--- src/rtl/key_debounce_pkg.sv ---
// Shared constants and helpers for the push-button debounce block.
package key_debounce_pkg;

    localparam logic KEY_RELEASED            = 1'b1;
    localparam logic KEY_PRESSED             = 1'b0;
    localparam int   DEFAULT_DEBOUNCE_CYCLES = 500000;

    function automatic int cnt_width(int cycles);
        return $clog2(cycles);
    endfunction

endpackage

--- src/rtl/key_debounce_lane.sv ---
// One key lane: two-flop synchroniser, stable-time counter, debounced level and edge strobes.
module key_debounce_lane
    import key_debounce_pkg::*;
#(
    parameter int DEBOUNCE_CYCLES = DEFAULT_DEBOUNCE_CYCLES
) (
    input  logic clk,
    input  logic reset,
    input  logic key_raw_n,
    output logic key_db_n,
    output logic press_pulse,
    output logic release_pulse
);

    localparam int              CW      = cnt_width(DEBOUNCE_CYCLES);
    localparam logic [CW-1:0]   CNT_MAX = CW'(DEBOUNCE_CYCLES - 1);

    logic          s1;
    logic          s2;
    logic          db;
    logic [CW-1:0] cnt;
    logic          press_q;
    logic          release_q;

    always_ff @(posedge clk) begin
        if (reset) begin
            s1        <= KEY_RELEASED;
            s2        <= KEY_RELEASED;
            db        <= KEY_RELEASED;
            cnt       <= '0;
            press_q   <= 1'b0;
            release_q <= 1'b0;
        end else begin
            s1        <= key_raw_n;
            s2        <= s1;
            press_q   <= 1'b0;
            release_q <= 1'b0;
            // Any sample agreeing with the current level restarts the stable-time count.
            if (s2 == db) begin
                cnt <= '0;
            end else if (cnt == CNT_MAX) begin
                db  <= s2;
                cnt <= '0;
                if (s2 == KEY_PRESSED) begin
                    press_q <= 1'b1;
                end else begin
                    release_q <= 1'b1;
                end
            end else begin
                cnt <= cnt + 1'b1;
            end
        end
    end

    assign key_db_n      = db;
    assign press_pulse   = press_q;
    assign release_pulse = release_q;

endmodule

--- src/rtl/key_debounce.sv ---
// Debounces N_KEYS active-low board keys; each lane is independent.
module key_debounce
    import key_debounce_pkg::*;
#(
    parameter int N_KEYS          = 3,
    parameter int DEBOUNCE_CYCLES = DEFAULT_DEBOUNCE_CYCLES
) (
    input  logic              clk,
    input  logic              reset,
    input  logic [N_KEYS-1:0] keys_raw_n,
    output logic [N_KEYS-1:0] keys_db_n,
    output logic [N_KEYS-1:0] press_pulse,
    output logic [N_KEYS-1:0] release_pulse
);

    if (DEBOUNCE_CYCLES < 2 || DEBOUNCE_CYCLES > (1 << 24)) begin : g_bad_cycles
        $error("key_debounce: DEBOUNCE_CYCLES must be in 2 .. 2^24");
    end

    for (genvar i = 0; i < N_KEYS; i++) begin : g_lane
        key_debounce_lane #(
            .DEBOUNCE_CYCLES (DEBOUNCE_CYCLES)
        ) u_lane (
            .clk           (clk),
            .reset         (reset),
            .key_raw_n     (keys_raw_n[i]),
            .key_db_n      (keys_db_n[i]),
            .press_pulse   (press_pulse[i]),
            .release_pulse (release_pulse[i])
        );
    end

endmodule

--- config.mk ---
export PLATFORM = sky130hd
export DESIGN_NAME = key_debounce
export DESIGN_NICKNAME = d
export VERILOG_FILES = /design/src/rtl/key_debounce_pkg.sv /design/src/rtl/key_debounce_lane.sv /design/src/rtl/key_debounce.sv
export SDC_FILE = /design/constraint.sdc
export NUM_CORES = 1
export LEC_CHECK = 0
export CAP_MARGIN = 20
export CORE_ASPECT_RATIO = 1.5
export CORE_MARGIN = 2
export CORE_UTILIZATION = 55
export DETAILED_ROUTE_END_ITERATION = 10
export GPL_TIMING_DRIVEN = 0
export PLACE_DENSITY = 0.74
export SYNTH_ARGS = -nofsm -noshare
export SYNTH_HDL_FRONTEND = slang
export SYNTH_SLANG_ARGS = --single-unit
--- constraint.sdc ---
create_clock -name clk -period 2.2 [get_ports clk]
set_input_delay 0.44 -clock clk [delete_from_list [all_inputs] [get_ports clk]]
set_output_delay 0.44 -clock clk [all_outputs]
set_load 0.05 [all_outputs]
# Word level (Yosys, flattened, before mapping)
# Index checks and enable logic that the tools add are counted.
classes:
  n_addsub: 3
  eq_ne: 6
  n_mux: 6
  bitwise: 6
  reduce_logical: 9
op_table:
  columns: ["operator", "count"]
  rows:
  - ["19-bit by 1-bit adder with 19-bit output (second input constant)", 3]
  - ["19-bit equality test (second input constant)", 3]
  - ["3-bit OR reduction", 6]
  - ["1-bit 2-to-1 mux", 6]
  - ["1-bit NOT", 6]
  - ["2-bit AND reduction", 3]
  - ["1-bit equality test", 3]
totals:
  reg_bits: 72
  input_bits: 5

# Longest topological paths before layout
logic_depth:
  depth_word: 3
  depth_mapped: 8

# Modules after synthesis
# From an unflattened synthesis, not the netlist that was laid out.
unflattened:
  cells_unflattened: 351
  area_unflattened_um2: 3149.3
modules_own_cells:
  columns: ["mod", "instances", "cells_each", "area_each_um2", "seq_area_each_um2"]
  rows:
  - ["key_debounce_lane", 3, 117, 1049.8, 480.5]

# Least setup slack after synthesis
# OpenSTA, ideal clock, no wires.
synth_timing:
  kind: "reg2reg"
  from: "reg g_lane[0].u_lane.cnt[5]"
  to: "reg g_lane[0].u_lane.cnt[10]"
  setup_time_ns: 0.115
  t_arrival_ns: 1.813
  t_required_ns: 2.085
  slack_ns: 0.273
  path_stages_with_launch: 6
  n_path_buf: 1
  synth_period_minus_slack_ns: 1.927
  cell_sequence: "dfxtp_1 > or4b_1 > or4_4 > o21bai_4 > buf_6 > nor2_1"
synth_via:
  elab_chain_cells: 2
synth_rtl:
  columns: ["item", "line", "rtl"]
  rows:
  - ["start, declared", "key_debounce_lane.sv:21", "logic [CW-1:0] cnt;"]
  - ["start signal, assigned", "key_debounce_lane.sv:50", "cnt <= cnt + 1'b1;"]
  - ["branches (longest 2 deep; another with 19-bit by 1-bit adder with 19-bit output)", null, null]
# Several ways; the timed one is not identified.
# A chain may end at the register's enable or synchronous reset.

# Worst setup path after layout
layout_timing:
  from: "reg g_lane[0].u_lane.cnt[5]"
  to: "reg g_lane[0].u_lane.cnt[13]"
# The elaborated chain is that of the path after synthesis.

==> impl_metrics.csv <==
group,metric,value,unit
clock_tree,root_buffer,"clkbuf_8",
critical_path,cp-start-kind,"flop",
power_and_ir_drop,cell_internal_pwr,2.081,mW
critical_path,cp.arrival,2.33,ns
sta,timing.fmax,478.0,MHz
synth,yosysSeqAreaShare,46.14,%
floorplanning,die_y,96.31,microns
global_route,grt_pass1_wl,9487,microns
synth,syn_area,0.003124,sq mm
power_and_ir_drop,leakage,1.194,nW
sta,slew_viol_final,0,
cells_and_area,final-seq-area,0.001441,sq mm
critical_path,end_kind,"flop",
clock_tree,cts_made_buffers,9,
synth,synth-warning-count,0,
global_route,grt_usage,19.40,%
drt,wl,5621,microns
place,place_area,0.003342,sq mm
critical_path,slowest_stage,"or4_4",
drt,wl_met2,3022,microns
synth,synth-seq-cells,72,
cells_and_area,antenna_cells,0,
cells_and_area,final_cells,452,
floorplanning,io_pins,14,
drt,drc,0,
critical_path,criticalPathCategory,"flop to flop",
cells_and_area,multi_input_area,0.001530,sq mm
sta,setup_viol,0,
sta,report.final.hold_viol_count,0,
power_and_ir_drop,total_power,2.596,mW
global_route,antenna_found_initial,0,
sta,min_period,2.092,ns
drt,ant_nets,0,
clock_tree,ctsLongestPathBuffers,2,
drt,wl_per_cell,12.44,microns
synth,syn_area_per_cell,8.901,sq um
cells_and_area,drive_gt1_share,11.52,%
flow_run,drv_cap,0,
sta,skew,0.009961,ns
drt,via_count,2435,
clock_tree,path_clk_slew,0.08,ns
sta,finalWorstSetupSlack,0.1080,ns
synth,synth_cell_types,36,
power_and_ir_drop,power.switching,0.5151,mW
sta,tightestPinTransition,0.4959,ns
floorplanning,initial_utilization,56.89,%
power_and_ir_drop,max-vdd-ir-drop,0.4484,mV
synth,synth_edf_count,0,
cells_and_area,utilization,65.91,%
sta,rsz0062_at_grt,"no",
place,dp_slack,-0.2200,ns
drt,dr.pass1.iters,4,
clock_tree,clock-sinks,72,
synth,ys.flop_type,"dfxtp_1",
synth,syn_nets,359,
clock_tree,clk_latency,0.34,ns
clock_tree,cts_tree,"done",
drt,viasPerCell,5.387,
critical_path,slowest_delay,0.58,ns
synth,synth_cells,351,
power_and_ir_drop,powerDensity,717.2,mW/mm^2
sta,fin_crit_sh,95.09,%
place,port_buffers,13,
critical_path,crit_chain,"or4b_1, or4_4, o21bai_4, buf_6, nor2_1",
clock_tree,cts-htree-levels,3,
global_route,grt_pass1_vias,2251,
critical_path,path_max_fanout,10,
power_and_ir_drop,power_frac_comb,1.4,%
critical_path,required,2.43,ns
synth,synth_area_leaders,"dfxtp_1 (46%), nor2_1 (6.5%), xor2_1 (6.4%), xnor2_1 (5.0%), nand3_1 (3.8%)",
floorplanning,core_area,0.005492,sq mm
place,dp_hpwl,3994,microns
place,post-place-cells,434,
floorplanning,core.rowCount,33,
floorplanning,die_area,0.006312,sq mm
drt,highest_layer,"met4",
power_and_ir_drop,pwr-share-clk,48.1,%
cells_and_area,postLayoutCellArea,0.003620,sq mm
power_and_ir_drop,power_frac_seq,50.6,%
global_route,grt.overflow.total,0,
global_route,grt_max_degree,20,
synth,yosysTopAreaCellShare,46.14,%
min_path,hold_class,"flop to flop",
synth,synth.most_common_cell,"dfxtp_1",
cells_and_area,syn2layout_area_growth,15.86,%
drt,drt-met1-wl,2426,microns
sta,max_slew_margin,66.84,%
power_and_ir_drop,switching_share,19.84,%
place,gp_congestion,0.7998,
sta,fin_tns_setup,0,ns
drt,wl_met3,107,microns
cells_and_area,nNetsFinal,385,
sta,whs,0.4112,ns
synth,async_reset_ff_share,0,%
synth,synth_top_cell_by_area,"dfxtp_1",
floorplanning,die_x,65.54,microns
cells_and_area,fillers,451,
synth,synth_common_cells,"dfxtp_1 (72), nor2_1 (54), nand3_1 (24)",
drt,dr.first_iter.drc_count,95,
run_status,status,"finished clean",
per-layer routing:
metal | GRT usage (%) | vias to the layer above
li1 | - | 1265
met1 | 20.75 | 1140
met2 | 35.88 | 25
met3 | 4.561 | 5
met4 | 8.333 | 0
met5 | 0 | -
critical path: cells and delay by family, from the launching register on:
kind	cells	cell delay [ns]
DFF	1	0.39
buffers and inverters	1	0.17
AOI/OAI and AO/OA	1	0.24
and+or+nand+nor	3	1.17
flip-flops by register name, summed over array words and instances (netlist names):
register and count:
g_lane.u_lane.cnt 57, g_lane.u_lane.key_db_n 3, g_lane.u_lane.press_pulse 3, g_lane.u_lane.release_pulse 3
g_lane.u_lane.s1 3, g_lane.u_lane.s2 3
worst paths after layout:
path | from | to | slack, ns | depth (start not counted)
max | g_lane[0].u_lane.cnt[5]$_SDFF_PP0_ | g_lane[0].u_lane.cnt[13]$_SDFF_PP0_ | 0.11 | 5
min | g_lane[1].u_lane.s1$_SDFF_PP1_ | g_lane[1].u_lane.s2$_SDFF_PP1_ | 0.41 | 1
max reg2reg | g_lane[0].u_lane.cnt[5]$_SDFF_PP0_ | g_lane[0].u_lane.cnt[13]$_SDFF_PP0_ | 0.11 | 5
min reg2reg | g_lane[1].u_lane.s1$_SDFF_PP1_ | g_lane[1].u_lane.s2$_SDFF_PP1_ | 0.41 | 1
placed cells by master, fill, tap and decap left out, drive strengths merged, types with 2 or more instances in the layout:
cell	n
dfxtp	72
nor2	54
nand3	24
xor2	23
xnor2	18
nand2	17
buf	16
clkbuf	16
nand4	15
a21oi	13
clkdlybuf4s50	13
inv	11
nor4	9
or3	9
or4	9
o21ai	9
and4	8
or2	8
o31ai	6
nor3	5
and2	4
and3	3
ha	3
bufinv	3
clkinv	3
or4b	2
mux2i	2
power groups by stage:
| stage | Clock [mW] | Combinational, mW | Sequential [mW] |
|---|---|---|---|
| global placement | 0 | 0.0330 | 1.34 |
| finish | 1.25 | 0.0360 | 1.31 |
| CTS | 1.28 | 0.0335 | 1.31 |
| floorplan | 0 | 0.0203 | 1.34 |
| global route | 1.33 | 0.0403 | 1.31 |
| detailed placement | 0 | 0.0337 | 1.34 |
logic make-up after synthesis:
group,Yosys count,synth area share (%)
compound gates,30,5.847
xor+xnor,41,11.49
fa+ha+maj,3,1.202
buf+inv,32,5.246
flops,72,46.14
mux,2,0.6408
simple gates,171,29.43
cell type report:
| class | count | area share, % |
|---|---|---|
| buffer | 19 | 3.180 |
| clock buffer | 9 | 3.422 |
| clock inverter | 7 | 3.318 |
| inverter | 11 | 1.141 |
| multi-input combinational | 247 | 42.27 |
| sequential | 72 | 39.82 |
| tap | 70 | 2.420 |
| timing repair buffer | 17 | 4.424 |
repair_timing:
item,in CTS,in global routing
hold endpoints to repair,0,0
pin swaps,0,2
endpoints found under the setup margin,20,19
hold buffers,0,0
resized for setup,1,1
setup buffers,0,4
Note: power is estimated with default switching activity, not from simulation.
